[config.mk]
export PLATFORM = sky130hd
export DESIGN_NAME = y_id_pipe
export DESIGN_NICKNAME = d
export VERILOG_FILES = /design/src/rtl/y_id_pipe_pkg.sv /design/src/rtl/y_id_pipe_imm_gen.sv /design/src/rtl/y_id_pipe.sv
export SDC_FILE = /design/constraint.sdc
export NUM_CORES = 2
export LEC_CHECK = 0
export ABC_CLOCK_PERIOD_IN_PS = 8300
export BUFFER_PORTS_ARGS = -buffer_cell sky130_fd_sc_hd__buf_2
export CAP_MARGIN = 15
export CORE_MARGIN = 5
export CORE_UTILIZATION = 49
export DETAILED_ROUTE_END_ITERATION = 12
export GPL_ROUTABILITY_DRIVEN = 0
export PLACE_DENSITY = 0.73
export SYNTH_ARGS = -nofsm -noshare
export SYNTH_HDL_FRONTEND = slang
export SYNTH_SLANG_ARGS = --single-unit
[constraint.sdc]
create_clock -name clk -period 8.3 [get_ports clk]
set_input_delay 1.66 -clock clk [delete_from_list [all_inputs] [get_ports clk]]
set_output_delay 1.66 -clock clk [all_outputs]
set_load 0.03 [all_outputs]
[src/rtl/y_id_pipe_pkg.sv]
// Shared decode definitions for the ID stage: opcode constants, immediate
// type codes and opcode classification helpers.
package y_id_pipe_pkg;

  localparam logic [6:0] OP_LOAD   = 7'b0000011;
  localparam logic [6:0] OP_IMM    = 7'b0010011;
  localparam logic [6:0] OP_AUIPC  = 7'b0010111;
  localparam logic [6:0] OP_STORE  = 7'b0100011;
  localparam logic [6:0] OP_R      = 7'b0110011;
  localparam logic [6:0] OP_LUI    = 7'b0110111;
  localparam logic [6:0] OP_BRANCH = 7'b1100011;
  localparam logic [6:0] OP_JALR   = 7'b1100111;
  localparam logic [6:0] OP_JAL    = 7'b1101111;
  localparam logic [6:0] OP_SYSTEM = 7'b1110011;

  typedef enum logic [2:0] {
    IMM_NONE = 3'd0,
    IMM_I    = 3'd1,
    IMM_S    = 3'd2,
    IMM_B    = 3'd3,
    IMM_U    = 3'd4,
    IMM_J    = 3'd5
  } imm_type_t;

  function automatic imm_type_t imm_type_of(input logic [6:0] op);
    imm_type_t t;
    case (op)
      OP_IMM, OP_LOAD, OP_JALR, OP_SYSTEM: t = IMM_I;
      OP_STORE:                            t = IMM_S;
      OP_BRANCH:                           t = IMM_B;
      OP_LUI, OP_AUIPC:                    t = IMM_U;
      OP_JAL:                              t = IMM_J;
      default:                             t = IMM_NONE;
    endcase
    return t;
  endfunction

  // rs1 is read by R-type and by every immediate format except U and J
  function automatic logic uses_rs1(input logic [6:0] op);
    imm_type_t t;
    t = imm_type_of(op);
    return (op == OP_R) || (t == IMM_I) || (t == IMM_S) || (t == IMM_B);
  endfunction

  function automatic logic uses_rs2(input logic [6:0] op);
    imm_type_t t;
    t = imm_type_of(op);
    return (op == OP_R) || (t == IMM_S) || (t == IMM_B);
  endfunction

  // Stores and branches are the only known formats without a destination
  function automatic logic writes_rd(input logic [6:0] op);
    imm_type_t t;
    t = imm_type_of(op);
    return (op == OP_R) || (t == IMM_I) || (t == IMM_U) || (t == IMM_J);
  endfunction

  function automatic logic known_op(input logic [6:0] op);
    return (op == OP_R) || (imm_type_of(op) != IMM_NONE);
  endfunction

endpackage

[src/rtl/y_id_pipe_imm_gen.sv]
// Immediate generator: picks the I/S/B/U/J layout from the opcode and
// sign-extends from ins[31] to the datapath width.
module y_id_pipe_imm_gen
  import y_id_pipe_pkg::*;
#(
  parameter int XLEN = 32
) (
  input  logic [31:0]     ins,
  output logic [XLEN-1:0] imm,
  output imm_type_t       imm_type
);

  logic [31:0] imm32;

  // Assemble the 32-bit immediate for the detected format
  always_comb begin
    imm_type = imm_type_of(ins[6:0]);
    imm32    = '0;
    case (imm_type)
      IMM_I:   imm32 = {{20{ins[31]}}, ins[31:20]};
      IMM_S:   imm32 = {{20{ins[31]}}, ins[31:25], ins[11:7]};
      IMM_B:   imm32 = {{19{ins[31]}}, ins[31], ins[7], ins[30:25], ins[11:8], 1'b0};
      IMM_U:   imm32 = {ins[31:12], 12'h000};
      IMM_J:   imm32 = {{11{ins[31]}}, ins[31], ins[19:12], ins[20], ins[30:21], 1'b0};
      default: imm32 = '0;
    endcase
    imm = XLEN'($signed(imm32));
  end

endmodule

[src/rtl/y_id_pipe.sv]
// Pipelined decode stage: register file with WB bypass, immediate decode,
// load-use hazard detection and the ID/EX pipeline register.
module y_id_pipe
  import y_id_pipe_pkg::*;
#(
  parameter int XLEN = 32,
  parameter int NREG = 32
) (
  input  logic            clk,
  input  logic            reset,
  input  logic            if_valid,
  input  logic [31:0]     if_ins,
  input  logic [XLEN-1:0] if_pc,
  output logic            id_ready,
  input  logic            wb_we,
  input  logic [4:0]      wb_rd,
  input  logic [XLEN-1:0] wb_data,
  input  logic            flush,
  input  logic            ex_ready,
  output logic            ex_valid,
  output logic [XLEN-1:0] ex_pc,
  output logic [XLEN-1:0] ex_rd1,
  output logic [XLEN-1:0] ex_rd2,
  output logic [XLEN-1:0] ex_imm,
  output logic [4:0]      ex_rs1,
  output logic [4:0]      ex_rs2,
  output logic [4:0]      ex_rd,
  output logic [2:0]      ex_funct3,
  output logic            ex_funct7b5,
  output logic [6:0]      ex_opcode,
  output logic [2:0]      ex_imm_type,
  output logic            ex_is_load,
  output logic            ex_reg_write,
  output logic            ex_illegal,
  output logic            hazard
);

  localparam int AW = $clog2(NREG);

  logic [XLEN-1:0] regs [NREG];

  logic [6:0]      opcode;
  logic [4:0]      rs1, rs2, rd;
  logic            use1, use2, wr_rd;
  logic            rs1_ok, rs2_ok, rd_ok, wb_ok;
  logic [XLEN-1:0] rd1, rd2;
  logic [XLEN-1:0] imm;
  imm_type_t       imm_type;
  logic            illegal;
  logic            advance;

  // Indices at or above NREG (bit 4 with RV32E) are not architectural
  function automatic logic idx_ok(input logic [4:0] idx);
    return {1'b0, idx} < 6'(NREG);
  endfunction

  assign opcode = if_ins[6:0];
  assign rd     = if_ins[11:7];
  assign rs1    = if_ins[19:15];
  assign rs2    = if_ins[24:20];

  y_id_pipe_imm_gen #(.XLEN(XLEN)) u_imm_gen (
    .ins      (if_ins),
    .imm      (imm),
    .imm_type (imm_type)
  );

  // Operand classification and legality of the instruction in ID
  always_comb begin
    use1    = uses_rs1(opcode);
    use2    = uses_rs2(opcode);
    wr_rd   = writes_rd(opcode);
    rs1_ok  = idx_ok(rs1);
    rs2_ok  = idx_ok(rs2);
    rd_ok   = idx_ok(rd);
    wb_ok   = idx_ok(wb_rd);
    illegal = !known_op(opcode) || (use1 && !rs1_ok) || (use2 && !rs2_ok) ||
              (wr_rd && !rd_ok);
  end

  // Register reads: x0 and out-of-range indices read 0, a same-cycle WB write wins
  always_comb begin
    rd1 = '0;
    rd2 = '0;
    if (rs1 != 5'd0 && rs1_ok) begin
      if (wb_we && wb_rd == rs1) rd1 = wb_data;
      else                       rd1 = regs[rs1[AW-1:0]];
    end
    if (rs2 != 5'd0 && rs2_ok) begin
      if (wb_we && wb_rd == rs2) rd2 = wb_data;
      else                       rd2 = regs[rs2[AW-1:0]];
    end
  end

  // Load-use stall: the load in EX produces a register the ID instruction reads
  always_comb begin
    advance  = !ex_valid || ex_ready;
    hazard   = ex_valid && ex_is_load && (ex_rd != 5'd0) && if_valid &&
               ((use1 && rs1 == ex_rd) || (use2 && rs2 == ex_rd));
    id_ready = flush || (advance && !hazard);
  end

  // Register file write port; x0 and non-architectural indices are dropped
  always_ff @(posedge clk) begin
    if (reset) begin
      for (int i = 0; i < NREG; i++) regs[i] <= '0;
    end else if (wb_we && wb_rd != 5'd0 && wb_ok) begin
      regs[wb_rd[AW-1:0]] <= wb_data;
    end
  end

  // ID/EX register: flush beats bubble beats load; otherwise hold for EX
  always_ff @(posedge clk) begin
    if (reset) begin
      ex_valid     <= 1'b0;
      ex_pc        <= '0;
      ex_rd1       <= '0;
      ex_rd2       <= '0;
      ex_imm       <= '0;
      ex_rs1       <= '0;
      ex_rs2       <= '0;
      ex_rd        <= '0;
      ex_funct3    <= '0;
      ex_funct7b5  <= 1'b0;
      ex_opcode    <= '0;
      ex_imm_type  <= '0;
      ex_is_load   <= 1'b0;
      ex_reg_write <= 1'b0;
      ex_illegal   <= 1'b0;
    end else if (flush) begin
      ex_valid <= 1'b0;
    end else if (advance) begin
      if (hazard) begin
        ex_valid <= 1'b0;
      end else begin
        ex_valid     <= if_valid;
        ex_pc        <= if_pc;
        ex_rd1       <= rd1;
        ex_rd2       <= rd2;
        ex_imm       <= imm;
        ex_rs1       <= rs1;
        ex_rs2       <= rs2;
        ex_rd        <= rd;
        ex_funct3    <= if_ins[14:12];
        ex_funct7b5  <= if_ins[30];
        ex_opcode    <= opcode;
        ex_imm_type  <= imm_type;
        ex_is_load   <= (opcode == OP_LOAD);
        ex_reg_write <= wr_rd && (rd != 5'd0);
        ex_illegal   <= illegal;
      end
    end
  end

endmodule

After elaboration in Yosys (flattened, before gate mapping):

Memory sizes are Yosys's and may differ from the RTL's.
Cells that the tools add are included.

* bits in registers: 161
* bits in writable memories: 1024
* input port bits: 107
* output and inout bits: 163
* word-level logic and storage cells: 88
* memories kept: 1

* eq/ne operators: 19
* mux-type cells: 15
* bitwise logic cells: 2
* reductions and logical operators: 36

Memory list
* regs: words 32, bits a word 32, read ports 2, clocked after memory_dff 0, write ports 32, line y_id_pipe.sv:40 `logic [XLEN-1:0] regs [NREG];`

Operator list (count)
* $mux W32: 5
* $pmux W32 S5: 1
* $reduce_or A32 Y1: 1
* $eq A7 B7 Y1 const B: 4
* $reduce_bool A5 Y1: 5
* $eq A7 B6 Y1 const B: 3
* $eq A5 B5 Y1: 4
* $pmux W3 S5: 1
* $eq A7 B5 Y1 const B: 2
* $logic_and A1 B1 Y1: 11
* $logic_or A1 B1 Y1: 11
* $eq A7 B2 Y1 const B: 1
* $mux W1: 7
* $eq A3 B2 Y1 const B: 2
* $eq A3 B3 Y1 const B: 2
* $mux W5: 1
* $reduce_or A2 Y1: 2
* $reduce_or A4 Y1: 1
* $eq A3 B1 Y1 const B: 1
* $logic_not A1 Y1: 3
* $reduce_and A3 Y1: 1
* $reduce_bool A3 Y1: 1
* $not A1 Y1: 2

Depth between registers and ports, before layout:

* word-level depth: 13
* gate-level depth with buffers: 11
* depth with buffers taken out: 6

Cells and area by module:

A second synthesis with hierarchy kept.

* cell total of the unflattened synthesis: 4304
* area, all modules: 61311.3 um2

By module, submodules not included
* y_id_pipe: times used 1, cells an instance 4226, area an instance 60708.2 um2, sequential area each 33972.6 um2
* y_id_pipe_imm_gen: times used 1, cells an instance 78, area an instance 603.1 um2, sequential area each 0.0 um2

Least setup slack after synthesis:

Ideal clock, no wire load.

* path type: input to register
* start: in wb_rd[2]
* end: mem regs[12][0] (enable)
* setup time: 0.466 ns
* arrival time: 4.983 ns
* data required time: 7.834 ns
* path slack: 2.851 ns
* stages on the path: 6
* path through: clkbuf_1 > or3_1 > clkbuf_1 > nand4bb_1 > clkbuf_1 > o21ai_0

RTL lines
* start: declaration: line y_id_pipe.sv:16 `input logic [4:0] wb_rd,`
* end: declaration: line y_id_pipe.sv:40

Final worst setup path:

* start: in if_ins[17]
* end: out id_ready

* cells in the longest elaborated chain, start to end: 7

RTL lines
* start: declaration: line y_id_pipe.sv:12 `input logic [31:0] if_ins,`
* $eq A5 B5 Y1: line y_id_pipe.sv:99 `((use1 && rs1 == ex_rd) || (use2 && rs2 == ex_rd));`
* $logic_and A1 B1 Y1: line y_id_pipe.sv:99
* $logic_or A1 B1 Y1: line y_id_pipe.sv:99
* $logic_and A1 B1 Y1: line y_id_pipe.sv:98 `hazard = ex_valid && ex_is_load && (ex_rd != 5'd0) && if_valid &&`
* $logic_not A1 Y1: line y_id_pipe.sv:100 `id_ready = flush || (advance && !hazard);`
* $logic_and A1 B1 Y1: line y_id_pipe.sv:100
* $logic_or A1 B1 Y1: line y_id_pipe.sv:100
* end: declaration: line y_id_pipe.sv:14 `output logic id_ready,`

Every way passes these cells.

==> run metrics <==
highest routed layer=met5; std cell rows=around 130; die width=361 um; largest net degree at the start of global routing=94; Setup TNS=0 ns; core area=0.122 sq mm; drt first pass iters=6; crit path DAT=3.61 ns; Crit. End Element=output port; CTS max path bufs=3; full die area=about 0.13 sq mm; Post-CTS Setup Bufs=0; CTS Hold Bufs=0; Pleak=0.0239 uW; crit start category=primary input; Reg power frac=about half; f_max=190 MHz; Min Hold Slack=0.450 ns; synthesized cell area=around 0.060 sq mm; Most used DFF post-synth=edfxtp_1; Util after Layout=55.5%; Congestion Overflow GR=0; Crit Path Max Fanout=65; Worst slew margin=13.4%; unrepaired setup endpoints after global routing=no; HPWL after DPL=131000 um; Worst Clk Skew=between 0.05 and 0.06 ns; layout cells sized above 1=roughly a quarter; post-cts sizing count=0; Syn Inst Count=~4300; maxcap violations=0; Yosys top cell area share=50.9%; fin crit period=around 5.3 ns; M1 WL=roughly 72000 um; post-route ant nets=0; critical-path cell list=buf_6 -> xor2_1 -> a2111oi_0 -> a21oi_1 -> nor2_1 -> o21bai_1 -> buf_2; via count=42800; post-placement cell count=slightly below 6000; worst-margin pin slew=roughly 1.3 ns; wire length per cell=35.4 um; CTS H-tree depth=3; DR WL met3=35500 um; status=finished, final reports clean; Required @ worst endpoint=6.64 ns; initial core utilization=just under 50%; final number of setup-violating endpoints=0; antenna violations before repair=24; HP Class=reg -> reg; Max IR drop VDD=~180 uV; top post-synthesis cells by area=edfxtp_1 (51%), mux4_2 (18%), and2_1 (10%), dfxtp_1 (5.3%), a22oi_1 (2.4%); WS Path Type=in -> out; Clock Power Share=39.3%; final WL=219000 um; number of global-route vias before repair=approximately 41000; 1st-iter DRT viols=slightly below 8000; clock root cell=clkbuf_16; WL met2=94400 um; Max Transition Viols Final=0; CTS tree=built; Die Ht=between 300 and 400 um; pwr dens=between 200 and 250 mW/mm^2; DRC Markers=0; internal power=10800 uW; synthesized area per cell=13.9 sq um; synthesis-to-layout area growth=12.2%; nets=4538; async set-reset flop share out of synthesis=0%; Synth area leader=edfxtp_1; Hold Violations, Final=0; via/cell ratio=6.93; total CTS buffers=approximately 120; Global Route Usage Sum=32.7%; clk slew on worst S/H paths=0.06 ns; max incr delay on CP=about 0.59 ns; IO Pins=270; switch share=between 20 and 30%; clock sink total=1185; Post-synth EDFFs=1024; Seq/Total Area, Yosys=56.3%; final std cells w/o fill=6171; global-route wire length before repair=307000 um; Yosys Warn Count=0; Synth Register Bits=1185; Comb pwr share=12.4%; period utilization=63.4%; Worst path slowest cell=buf_6; clk_lat worst skew=0.76 ns; Sw Pwr=~3800 uW; post-synthesis cell type count=71; PortBufs=269; Layout fillers=9597
[critical path: cells and delay by family]
family / cells / cell delay [ns]
AND/OR/NAND/NOR: 1 / 0.24
AO/OA/AOI/OAI: 3 / 0.69
buffers and inverters: 2 / 0.80
XOR/XNOR: 1 / 0.17
[cells in the final DEF (no fill, tap or decap), types with 9 or more instances in the layout]
cell | synthesis | final
buf_2 | 80 | 262
o22ai_1 | 62 | 62
conb_1 | 1 | 32
nand2_1 | 286 | 286
clkinv_2 | 0 | 29
and2_1 | 1001 | 1000
bufinv_16 | 0 | 16
a22o_1 | 10 | 10
a22oi_1 | 197 | 197
nor2_1 | 140 | 104
xor2_1 | 14 | 14
clkbuf_1 | 317 | 23
a211oi_1 | 22 | 22
nor2_2 | 0 | 15
diode_2 | 0 | 11
nor2b_1 | 23 | 15
buf_4 | 16 | 115
nor3_1 | 50 | 49
clkinv_1 | 1 | 10
dfxtp_1 | 161 | 161
clkbuf_8 | 0 | 14
edfxtp_1 | 1024 | 1024
o21ai_4 | 0 | 31
o21ai_0 | 48 | 17
mux4_2 | 489 | 489
nand2b_1 | 10 | 10
a21oi_1 | 89 | 89
nor2_4 | 0 | 21
a31oi_1 | 11 | 11
mux2i_1 | 66 | 66
nand3_1 | 14 | 9
o31ai_1 | 61 | 61
clkbuf_16 | 0 | 123
[path summary, 6_finish.rpt]
path	startpoint	endpoint	slack, ns	cells past startpoint
max	if_ins[17]	id_ready	3.03	7
max reg2reg	ex_rd[4]	ex_pc[29]	5.09	7
min reg2reg	ex_pc[26]	ex_pc[26]	0.45	2
min	ex_pc[26]	ex_pc[26]	0.45	2
[cell usage after synthesis, drive strengths merged (6+ instances only)]
cell type	count
a31oi	11
nand3	14
buf	133
nor3	50
a21oi	89
nor4b	8
edfxtp	1024
mux4	489
a221oi	6
clkbuf	319
and2	1001
o21ai	48
o31ai	61
a22oi	197
nand2	286
inv	6
xnor2	7
mux2i	66
a211oi	23
nand2b	10
nand3b	8
nor2b	23
a22o	10
dfxtp	161
a31o	7
nor2	140
o22ai	62
xor2	14
o211ai	7
[flip-flops by register name (all words and copies together), names as in the netlist, 5 cells and up]
register	flops
regs	1024
ex_imm	32
ex_pc	32
ex_rd1	32
ex_rd2	32
ex_opcode	7
ex_rd	5
ex_rs1	5
ex_rs2	5
[cells by family (layout without fill, tap and decap cells)]
kind of cell | count (synthesis) | in the layout | synth area share [%]
and+or+nand+nor | 1566 | 1566 | 14.5
other | 1 | 43 | 0.00621
xor gates and xnor gates | 21 | 21 | 0.305
DFF | 1185 | 1185 | 56.3
AOI/OAI and AO/OA | 555 | 555 | 6.33
muxes | 558 | 558 | 19.4
buffers and inverters | 459 | 618 | 3.19
[power by group through the flow]
| stage | Combinational [uW] | Clock [uW] | Sequential [uW] |
|---|---|---|---|
| final | 1810 | 5720 | 7030 |
| after global routing | 1850 | 5970 | 7050 |
| after CTS | 1760 | 5720 | 7010 |
| after detailed placement | 1760 | 0 | 7140 |
| after global placement | 1740 | 0 | 7110 |
| after floorplan | 1010 | 0 | 7150 |
[metal layers]
layer  global-route usage [%]  up-vias
li1                         -    16600
met1                     42.1    21200
met2                     48.0     4120
met3                     11.1      849
met4                     20.0       16
met5                        0        -
[layout make-up]
cell class | instances | area (sq um) | area share [%]
diodes | 11 | 27.5 | 0.0407
multi-input cells | 2732 | 25200 | 37.3
inverters | 7 | 27.5 | 0.0407
repair buffers | 387 | 2310 | 3.42
well taps | 1625 | 2030 | 3.00
flip-flops and latches | 1185 | 34000 | 50.2
clock buffers | 160 | 3350 | 4.95
clock inverters | 64 | 754 | 1.11
[stage by stage]
step           power, uW  area (sq um)  worst slack [ns]
6_report           14600         67700              3.03
3_5_place_dp        8890         63600              3.06
5_1_grt            14900         67700              2.84
2_1_floorplan       8160         60500              2.85
3_3_place_gp        8860         63500              3.10
4_1_cts            14500         67700              3.04
Note: power is estimated with default switching activity, not from simulation.
